File: config.mk
export PLATFORM = sky130hd
export DESIGN_NAME = buff_uart_host
export DESIGN_NICKNAME = d
export VERILOG_FILES = /design/src/rtl/buff_uart_host.sv
export SDC_FILE = /design/constraint.sdc
export NUM_CORES = 1
export LEC_CHECK = 0
export CORE_ASPECT_RATIO = 0.8
export CORE_MARGIN = 5
export CORE_UTILIZATION = 42
export DETAILED_ROUTE_END_ITERATION = 8
export PLACE_DENSITY_LB_ADDON = 0.15
export SLEW_MARGIN = 10
export SYNTH_ARGS = -nofsm -noshare
export SYNTH_HDL_FRONTEND = slang
export SYNTH_SLANG_ARGS = --single-unit
export TNS_END_PERCENT = 10
File: constraint.sdc
create_clock -name clock -period 1.5 [get_ports clock]
set_input_delay 0.375 -clock clock [delete_from_list [all_inputs] [get_ports clock]]
set_output_delay 0.375 -clock clock [all_outputs]
set_load 0.05 [all_outputs]
File: src/rtl/buff_uart_host.sv
// rtl/buff_uart_host.sv - polling bus host between tx/rx holding registers and a UART peripheral
// Optional transfer counters: define BUFF_UART_HOST_STATS_EN.
module buff_uart_host #(
    parameter int width          = 8,
    parameter int address_width  = 4,
    parameter int rx_address     = 0,
    parameter int tx_address     = 1,
    parameter int status_address = 2,
    parameter int poll_gap       = 4
) (
    input  logic                     clock,
    input  logic                     resetn,
    input  logic                     tx_valid,
    input  logic [width-1:0]         tx_data,
    output logic                     tx_ready,
    output logic                     rx_valid,
    output logic [width-1:0]         rx_data,
    input  logic                     rx_ready,
    output logic [address_width-1:0] active_address,
    output logic                     write_enable,
    output logic                     read_enable,
    output logic [width-1:0]         data_out,
    input  logic [width-1:0]         data_in
`ifdef BUFF_UART_HOST_STATS_EN
    ,
    output logic [15:0]              tx_count,
    output logic [15:0]              rx_count
`endif
);

    typedef enum logic [2:0] {
        IDLE,
        POLL,
        POLL_WAIT,
        FETCH,
        FETCH_WAIT,
        PUSH
    } state_t;

    localparam logic [8:0] GAP = 9'(poll_gap);

    state_t                     state_q, state_d;
    logic [7:0]                 gap_cnt_q, gap_cnt_d;
    logic                       rr_q, rr_d;
    logic                       rx_empty_q, rx_empty_d;
    logic                       tx_full_q, tx_full_d;
    logic                       hold_full_q, hold_full_d;
    logic [width-1:0]           hold_data_q, hold_data_d;
    logic                       rx_valid_q, rx_valid_d;
    logic [width-1:0]           rx_data_q, rx_data_d;
    logic [address_width-1:0]   addr_q, addr_d;
    logic                       we_q, we_d;
    logic                       re_q, re_d;
    logic [width-1:0]           dout_q, dout_d;
    logic                       last_idle;
    logic                       rx_possible;
    logic                       tx_possible;
    logic                       pick_rx;
    logic                       do_fetch;
    logic                       do_push;
`ifdef BUFF_UART_HOST_STATS_EN
    logic [15:0]                tx_cnt_q, tx_cnt_d;
    logic [15:0]                rx_cnt_q, rx_cnt_d;
`endif

    // A gap of zero still spends one cycle in IDLE before polling.
    assign last_idle = ({1'b0, gap_cnt_q} + 9'd1) >= GAP;

    always_comb begin
        state_d     = state_q;
        gap_cnt_d   = gap_cnt_q;
        rr_d        = rr_q;
        rx_empty_d  = rx_empty_q;
        tx_full_d   = tx_full_q;
        hold_full_d = hold_full_q;
        hold_data_d = hold_data_q;
        rx_valid_d  = rx_valid_q;
        rx_data_d   = rx_data_q;
        addr_d      = '0;
        we_d        = 1'b0;
        re_d        = 1'b0;
        dout_d      = '0;
        rx_possible = 1'b0;
        tx_possible = 1'b0;
        pick_rx     = 1'b0;
        do_fetch    = 1'b0;
        do_push     = 1'b0;
`ifdef BUFF_UART_HOST_STATS_EN
        tx_cnt_d    = tx_cnt_q;
        rx_cnt_d    = rx_cnt_q;
`endif

        if (tx_valid && !hold_full_q) begin
            hold_full_d = 1'b1;
            hold_data_d = tx_data;
        end
        if (rx_valid_q && rx_ready) begin
            rx_valid_d = 1'b0;
        end

        case (state_q)
            IDLE: begin
                if (last_idle) begin
                    gap_cnt_d = '0;
                    state_d   = POLL;
                    addr_d    = address_width'(status_address);
                    we_d      = 1'b1;
                end else begin
                    gap_cnt_d = gap_cnt_q + 8'd1;
                end
            end
            POLL: begin
                state_d = POLL_WAIT;
            end
            POLL_WAIT: begin
                rx_empty_d  = data_in[1];
                tx_full_d   = data_in[0];
                rx_possible = !rx_empty_d && !rx_valid_q;
                tx_possible = !tx_full_d && hold_full_q;
                // Round-robin pointer moves only on ties so the first tie always fetches.
                if (rx_possible && tx_possible) begin
                    pick_rx = !rr_q;
                    rr_d    = !rr_q;
                end else begin
                    pick_rx = rx_possible;
                end
                do_fetch = (rx_possible || tx_possible) && pick_rx;
                do_push  = (rx_possible || tx_possible) && !pick_rx;
                if (do_fetch) begin
                    state_d = FETCH;
                    addr_d  = address_width'(rx_address);
                    we_d    = 1'b1;
                end else if (do_push) begin
                    state_d = PUSH;
                    addr_d  = address_width'(tx_address);
                    re_d    = 1'b1;
                    dout_d  = hold_data_q;
                end else begin
                    state_d = IDLE;
                end
            end
            FETCH: begin
                state_d = FETCH_WAIT;
            end
            FETCH_WAIT: begin
                rx_data_d  = data_in;
                rx_valid_d = 1'b1;
                state_d    = IDLE;
`ifdef BUFF_UART_HOST_STATS_EN
                rx_cnt_d   = rx_cnt_q + 16'd1;
`endif
            end
            PUSH: begin
                hold_full_d = 1'b0;
                state_d     = IDLE;
`ifdef BUFF_UART_HOST_STATS_EN
                tx_cnt_d    = tx_cnt_q + 16'd1;
`endif
            end
            default: begin
                state_d = IDLE;
            end
        endcase
    end

    always_ff @(posedge clock) begin
        if (!resetn) begin
            state_q     <= IDLE;
            gap_cnt_q   <= '0;
            rr_q        <= 1'b0;
            rx_empty_q  <= 1'b0;
            tx_full_q   <= 1'b0;
            hold_full_q <= 1'b0;
            hold_data_q <= '0;
            rx_valid_q  <= 1'b0;
            rx_data_q   <= '0;
            addr_q      <= '0;
            we_q        <= 1'b0;
            re_q        <= 1'b0;
            dout_q      <= '0;
`ifdef BUFF_UART_HOST_STATS_EN
            tx_cnt_q    <= '0;
            rx_cnt_q    <= '0;
`endif
        end else begin
            state_q     <= state_d;
            gap_cnt_q   <= gap_cnt_d;
            rr_q        <= rr_d;
            rx_empty_q  <= rx_empty_d;
            tx_full_q   <= tx_full_d;
            hold_full_q <= hold_full_d;
            hold_data_q <= hold_data_d;
            rx_valid_q  <= rx_valid_d;
            rx_data_q   <= rx_data_d;
            addr_q      <= addr_d;
            we_q        <= we_d;
            re_q        <= re_d;
            dout_q      <= dout_d;
`ifdef BUFF_UART_HOST_STATS_EN
            tx_cnt_q    <= tx_cnt_d;
            rx_cnt_q    <= rx_cnt_d;
`endif
        end
    end

    assign tx_ready       = !hold_full_q;
    assign rx_valid       = rx_valid_q;
    assign rx_data        = rx_data_q;
    assign active_address = addr_q;
    assign write_enable   = we_q;
    assign read_enable    = re_q;
    assign data_out       = dout_q;
`ifdef BUFF_UART_HOST_STATS_EN
    assign tx_count       = tx_cnt_q;
    assign rx_count       = rx_cnt_q;
`endif

endmodule

== Word level (Yosys, flattened, before mapping) ==
Cells that the tools add are included.

* Bits of input ports: 20
* Output and inout port bits: 24
* Word-level logic and storage cells: 60
* Register bits after elaboration: 44

* Reduce and logical (&&, ||, !) cells: 20
* Bitwise logic cells: 3
* $lt $le $gt $ge: 1
* Equal/unequal tests: 6
* Muxes and demuxes: 17
* $add $sub $neg: 2

{| class="wikitable"
|+ Operator list
! operator !! count
|-
| one-hot mux 3 bit (4 select lines) || 1
|-
| adder 8 x 1 -> 9 bit (second input constant) || 1
|-
| >= comparator 9 x 3 -> 1 bit (second input constant) || 1
|-
| two-way mux 1 bit || 9
|-
| two-way mux 3 bit || 3
|-
| adder 8 x 1 -> 8 bit (second input constant) || 1
|-
| two-way mux 8 bit || 1
|-
| logical AND 1 bit || 7
|-
| equality test 3 x 2 -> 1 bit (second input constant) || 2
|-
| equality test 3 bit (second input constant) || 2
|-
| logical NOT 1 bit || 6
|-
| one-hot mux 2 bit (2 select lines) || 1
|-
| OR reduction 4 bit || 1
|-
| equality test 3 x 1 -> 1 bit (second input constant) || 1
|-
| logical NOT 3 bit || 1
|-
| NOT 1 bit || 3
|-
| OR reduction 3 bit || 1
|-
| two-way mux 2 bit || 1
|-
| != test 2 bit (second input constant) || 1
|-
| one-hot mux 1 bit (2 select lines) || 1
|-
| AND reduction 2 bit || 1
|-
| nonzero test 2 bit || 1
|-
| OR reduction 2 bit || 1
|-
| logical OR 1 bit || 1
|}

== Depth between registers and ports, before layout ==
Gate-level depths: netlist of the first run.

* Word-level depth: 10
* Depth in mapped cells: 6
* Mapped depth without buffers: 5

== Least setup slack after synthesis of the first run ==
OpenSTA, ideal clock, no wires.

* Path type: register -> register
* From: register gap_cnt_q[0]
* To: register gap_cnt_q[1]
* Data required time: 1.383 ns
* Cell stages (with the launch flop): 6
* Period minus slack after synthesis: 1.473 ns
* Path buffers: 0
* Slack: 0.027 ns
* Data arrival time: 1.355 ns
* Library setup time: 0.117 ns
* Cell sequence: dfxtp_1 -> ha_1 -> nand2_1 -> nor3_1 -> o32a_2 -> a32o_1

* Word-level cells in the longest chain between the ends: 3
* Elaborated cells between the ends (all ways): 4
* Those cells by class: add/sub (2); order compare (1); mux (1)

{| class="wikitable"
|+ Ends and longest elaborated chain
! element !! line !! RTL
|-
| from (decl) || 43 || <nowiki>logic [7:0] gap_cnt_q, gap_cnt_d;</nowiki>
|-
| from (signal assigned) || 187 || <nowiki>gap_cnt_q <= gap_cnt_d;</nowiki>
|-
| adder 8 x 1 -> 9 bit || 67 || <nowiki>assign last_idle = ({1'b0, gap_cnt_q} + 9'd1) >= GAP;</nowiki>
|-
| >= comparator 9 x 3 -> 1 bit || 67 ||
|-
| two-way mux 8 bit * || 103 || <nowiki>if (last_idle) begin</nowiki>
|}

Every way passes the cells marked *; elsewhere a longest branch is shown, timed or not.
A chain may end at the register's enable or synchronous reset.

== Final worst setup path of the first run ==
* From: input port data_in[1]
* To: register dout_q[4], in the netlist data_out[4]

* Word-level cells in the longest chain between the ends: 9
* Elaborated cells between the ends (all ways): 11
* Those cells by class: mux (2); bitwise (1); reduce/logical (8)

{| class="wikitable"
|+ Ends and longest elaborated chain
! element !! line !! RTL
|-
| from (decl) || 23 || <nowiki>input logic [width-1:0] data_in</nowiki>
|-
| logical NOT 1 bit * || 118 || <nowiki>rx_possible = !rx_empty_d && !rx_valid_q;</nowiki>
|-
| logical AND 1 bit * || 118 ||
|-
| logical AND 1 bit || 121 || <nowiki>if (rx_possible && tx_possible) begin</nowiki>
|-
| two-way mux 1 bit || 121 ||
|-
| two-way mux 1 bit || 101 || <nowiki>case (state_q)</nowiki>
|-
| logical NOT 1 bit || 128 || <nowiki>do_push = (rx_possible || tx_possible) && !pick_rx;</nowiki>
|-
| logical AND 1 bit || 128 ||
|-
| NOT 1 bit (no line) || n/a ||
|-
| OR reduction 4 bit (no line) * || n/a ||
|-
| to (signal assigned) || 198 || <nowiki>dout_q <= dout_d;</nowiki>
|-
| to (decl) || 54 || <nowiki>logic [width-1:0] dout_q, dout_d;</nowiki>
|}

Every way passes the cells marked *; elsewhere a longest branch is shown, timed or not. The select of a mux whose other input is x is not followed.

==> impl_metrics.yaml, run 1 <==
worst_setup_path:
  worstReg2RegEnd: "gap_cnt_q[1]"
  slowest_delay_ps: 420
  setup.worst_path.class: "input pin to register"
  cp-end-kind: "register"
  setup.worst_path.end: "data_out[4]"
  r2r-start: "gap_cnt_q[0]"
  timing.reg2reg.setup_slack_ps: 50
  setup.worst_path.start: "data_in[1]"
  timing.critical_path.max_delay_family: "simple AND/OR/NAND/NOR gates"
  critical-path-slowest-cell: "clkdlybuf4s50_1"
  critical_path.n_buffers_inverters: 1
  timing.critical_path.arrival_ps: 1670
  worstPathCellList: "clkdlybuf4s50_1 -> or3_1 -> nand2_1 -> nor3_4 -> and2_1"
  crit_fanout: 5
  crit_required_ps: 1690
  crit_cells: 5
  worstRegToRegCells: 5
  crit_path_start_kind: "input pin"
die:
  coreArea_um2: 3520
  num_rows: 19
  initial_utilization_pct: 44.5
  die_area_um2: 5060
  die_span_x_um: 78.3
  ios: 44
  die_height_um: 64.6
sta:
  post-route-period-util_pct: 98.5
  setup-tns-final_ps: 0
  setup_viol_count_final: 0
  clock_skew_ps: 7.51
  holdWs_ps: 462
  timing.final.crit_period_ps: 1480
  grt_setup_unrepaired: "yes"
  final_max_slew_viol_count: 0
  timing.final.hold_violations: 0
  setup_ws_ps: 23.2
  fmax_mhz: 677
yosys:
  synth-async-reset-ratio_pct: 0
  synth-xor-area-share_pct: 0.560
  post_synth_inst_count: 158
  edff_count_synth: 0
  synth-seq-cells: 42
  yosysMostFrequentCell: "dfxtp_1"
  ys.warnings.count: 0
  synth_top_family_by_area: "simple AND/OR/NAND/NOR gates"
  synth.area.mux_share_pct: 5.76
  synthesis.area_per_instance_um2: 9.91
  post_synth_num_cell_types: 34
  synth_sequential_area_ratio_pct: 53.7
  dominantRegCellSynth: "dfxtp_1"
  synth_compound_area_share_pct: 10.5
  synth.top_cells.by_count: "dfxtp_1 (42), nand2_1 (23), and2_1 (16)"
  synth-simple-area-share_pct: 24.5
  post_synth_instance_area_um2: 1570
  synth_area_leaders: "dfxtp_1 (54%), and2_1 (6.4%), mux2i_1 (5.8%), nand2_1 (5.5%), a21boi_0 (4.3%)"
  post-synth-top-area-fraction_pct: 53.7
  synth_adder_area_share_pct: 1.60
  post-synth-top-area-cell: "dfxtp_1"
drt:
  detailedRoute.firstIterationViolations: 59
  wl_mm: 3.41
  maxUsedRoutingLayer: "met4"
  wl_met2_mm: 1.57
  detail_route.wl_per_cell_um: 13.3
  vias_per_cell: 4.82
  detail_route.wirelength.met1_mm: 1.44
  drc_errors: 0
  router_iterations_before_antenna_repair: 3
  drtAntennaViolNets: 0
  met3_wire_length_um: 342
  via_count: 1235
cts:
  clock_insertion_delay_worst_skew_ps: 290
  hold_buffer_count_at_cts: 0
  clock_tree_from_tritoncts: "done"
  cts-root-to-sink-buffers: 2
  cts.sinks: 42
  clock_tree.root_cell: "clkbuf_8"
  number_of_buffers_created_by_cts: 5
  postCtsSetupBuffers: 0
  clkSlewWorstSetupHoldPaths_ps: 80
  htreeDepth: 2
final_layout:
  multiInputGateArea_um2: 724
  final_net_count: 235
  fillerInstances: 254
  finish.instance_area_um2: 2460
  instances_no_fill: 256
  seq_cell_area_um2: 843
  final_layout_size_suffix_gt1_share_pct: 25.7
  num_antenna_cells: 0
  layout-area-overhead-vs-synth_pct: 57.2
grt:
  grt_max_degree: 21
  antenna_found_initial: 0
  grt_pass1_vias: 1235
  globalRouteOverflowTotal: 0
  grt_usage_pct: 14.5
  grt_first_pass_wirelength_mm: 5.73
placed_design:
  numPlacedInstances: 247
  postPlaceCellArea_um2: 2300
  io_buffer_count: 41
  place_worst_setup_slack_ps: -397
  final_estimated_routing_congestion_in_global_placement: 0.861
  detailedPlacementHpwl_mm: 2.57
pwr:
  leakage_uw: 0.000945
  power_density_nw_per_um2: 1030
  worst_ir_drop_vdd_mv: 0.561
worst_hold_path:
  hp-class: "register to register"
  hold_path.startpoint: "hold_data_q[6]"
outcome:
  result_of_the_run: "finished, final reports clean"
flow_run:
  max_cap_viol_count: 0
[worst min path at each step]
stage                        to  cells past startpoint
floorplan           data_out[0]                      1
detailed placement  data_out[1]                      1
finish              data_out[6]                      1
global route        data_out[6]                      1
CTS                 data_out[1]                      1
global placement    data_out[0]                      1
[worst reg2reg max path: stages, from the launching register on]
cell and delay [ps]:
dfxtp_2 330, ha_2 190, nand2_2 100, nor3b_2 50, o32a_2 420, a32o_1 250
[flip-flops by register name, summed over array words and instances, names as in the netlist]
| register | count |
|---|---|
| rr_q | 1 |
| data_out | 8 |
| read_enable | 1 |
| hold_data_q | 8 |
| active_address | 2 |
| rx_data | 8 |
| rx_valid | 1 |
| state_q | 3 |
| write_enable | 1 |
| hold_full_q | 1 |
| gap_cnt_q | 8 |
[cell type report]
class | count | area share (%)
Clock buffer | 5 | 2.80
Inverter | 3 | 0.458
Multi-Input combinational cell | 108 | 29.4
Clock inverter | 3 | 1.63
Sequential cell | 42 | 34.3
Tap cell | 42 | 2.14
Timing Repair Buffer | 53 | 29.3
[metal layers]
metal	global-route usage [%]	vias to the layer above
li1	-	629
met1	15.9	560
met2	23.1	37
met3	8.86	9
met4	5.46	0
met5	0	-
[where the power goes]
group / internal, uW / switching [uW] / leakage (uW) / total, uW
Clock: 490 / 376 / 0.0000579 / 866
Sequential: 1180 / 45.0 / 0.000341 / 1220
Combinational: 241 / 212 / 0.000546 / 453
[layout by cell type (no fill, tap or decap), drive strengths merged, types with 2 or more instances in the layout]
cell           synthesis  layout
and2                  16      16
clkbuf                 2       5
o21ai                  3       3
a21boi                 9       9
inv                    3       3
nand2b                 3       3
or3                    2       2
conb                   1       2
nand2                 23      23
mux2i                  9       9
clkdlybuf4s50          0      19
clkinv                 0       2
dfxtp                 42      42
nor3                   4       5
nor2b                 10      10
buf                    5      34
ha                     2       2
nor2                   9       9
[cells by family after synthesis]
kind of cell             count (synthesis)
multiplexers                             9
AO/OA/AOI/OAI                           21
AND/OR/NAND/NOR                         72
buffers and inverters                   10
adder cells (fa/ha/maj)                  2
other                                    1
XOR/XNOR                                 1
flip-flops                              42
[metrics by stage]
stage / power (uW) / utilization (%)
after global placement: 1650 / 65.5
after CTS: 2550 / 69.2
after floorplan: 1460 / -
final: 2540 / 70.0
after global routing: 2690 / 70.0
after detailed placement: 1670 / 65.5
[repair_timing]
action | 4_1_cts | 5_1_grt
pin swaps | 1 | 3
setup endpoints to repair | 8 | 13
resized for setup | 3 | 6
gates cloned | 0 | 1
No activity file was read; power rests on OpenSTA's default activity.
==> inputs of run 2 (changes only) <==
--- a/config.mk
+++ b/config.mk
@@ -5,6 +5,7 @@
 export SDC_FILE = /design/constraint.sdc
 export NUM_CORES = 1
 export LEC_CHECK = 0
+export ABC_AREA = 0
 export CORE_ASPECT_RATIO = 0.8
 export CORE_MARGIN = 5
 export CORE_UTILIZATION = 42
==> results of run 2 <==
Same layout as run 1: the final DEF is identical, and so are final timing and power.
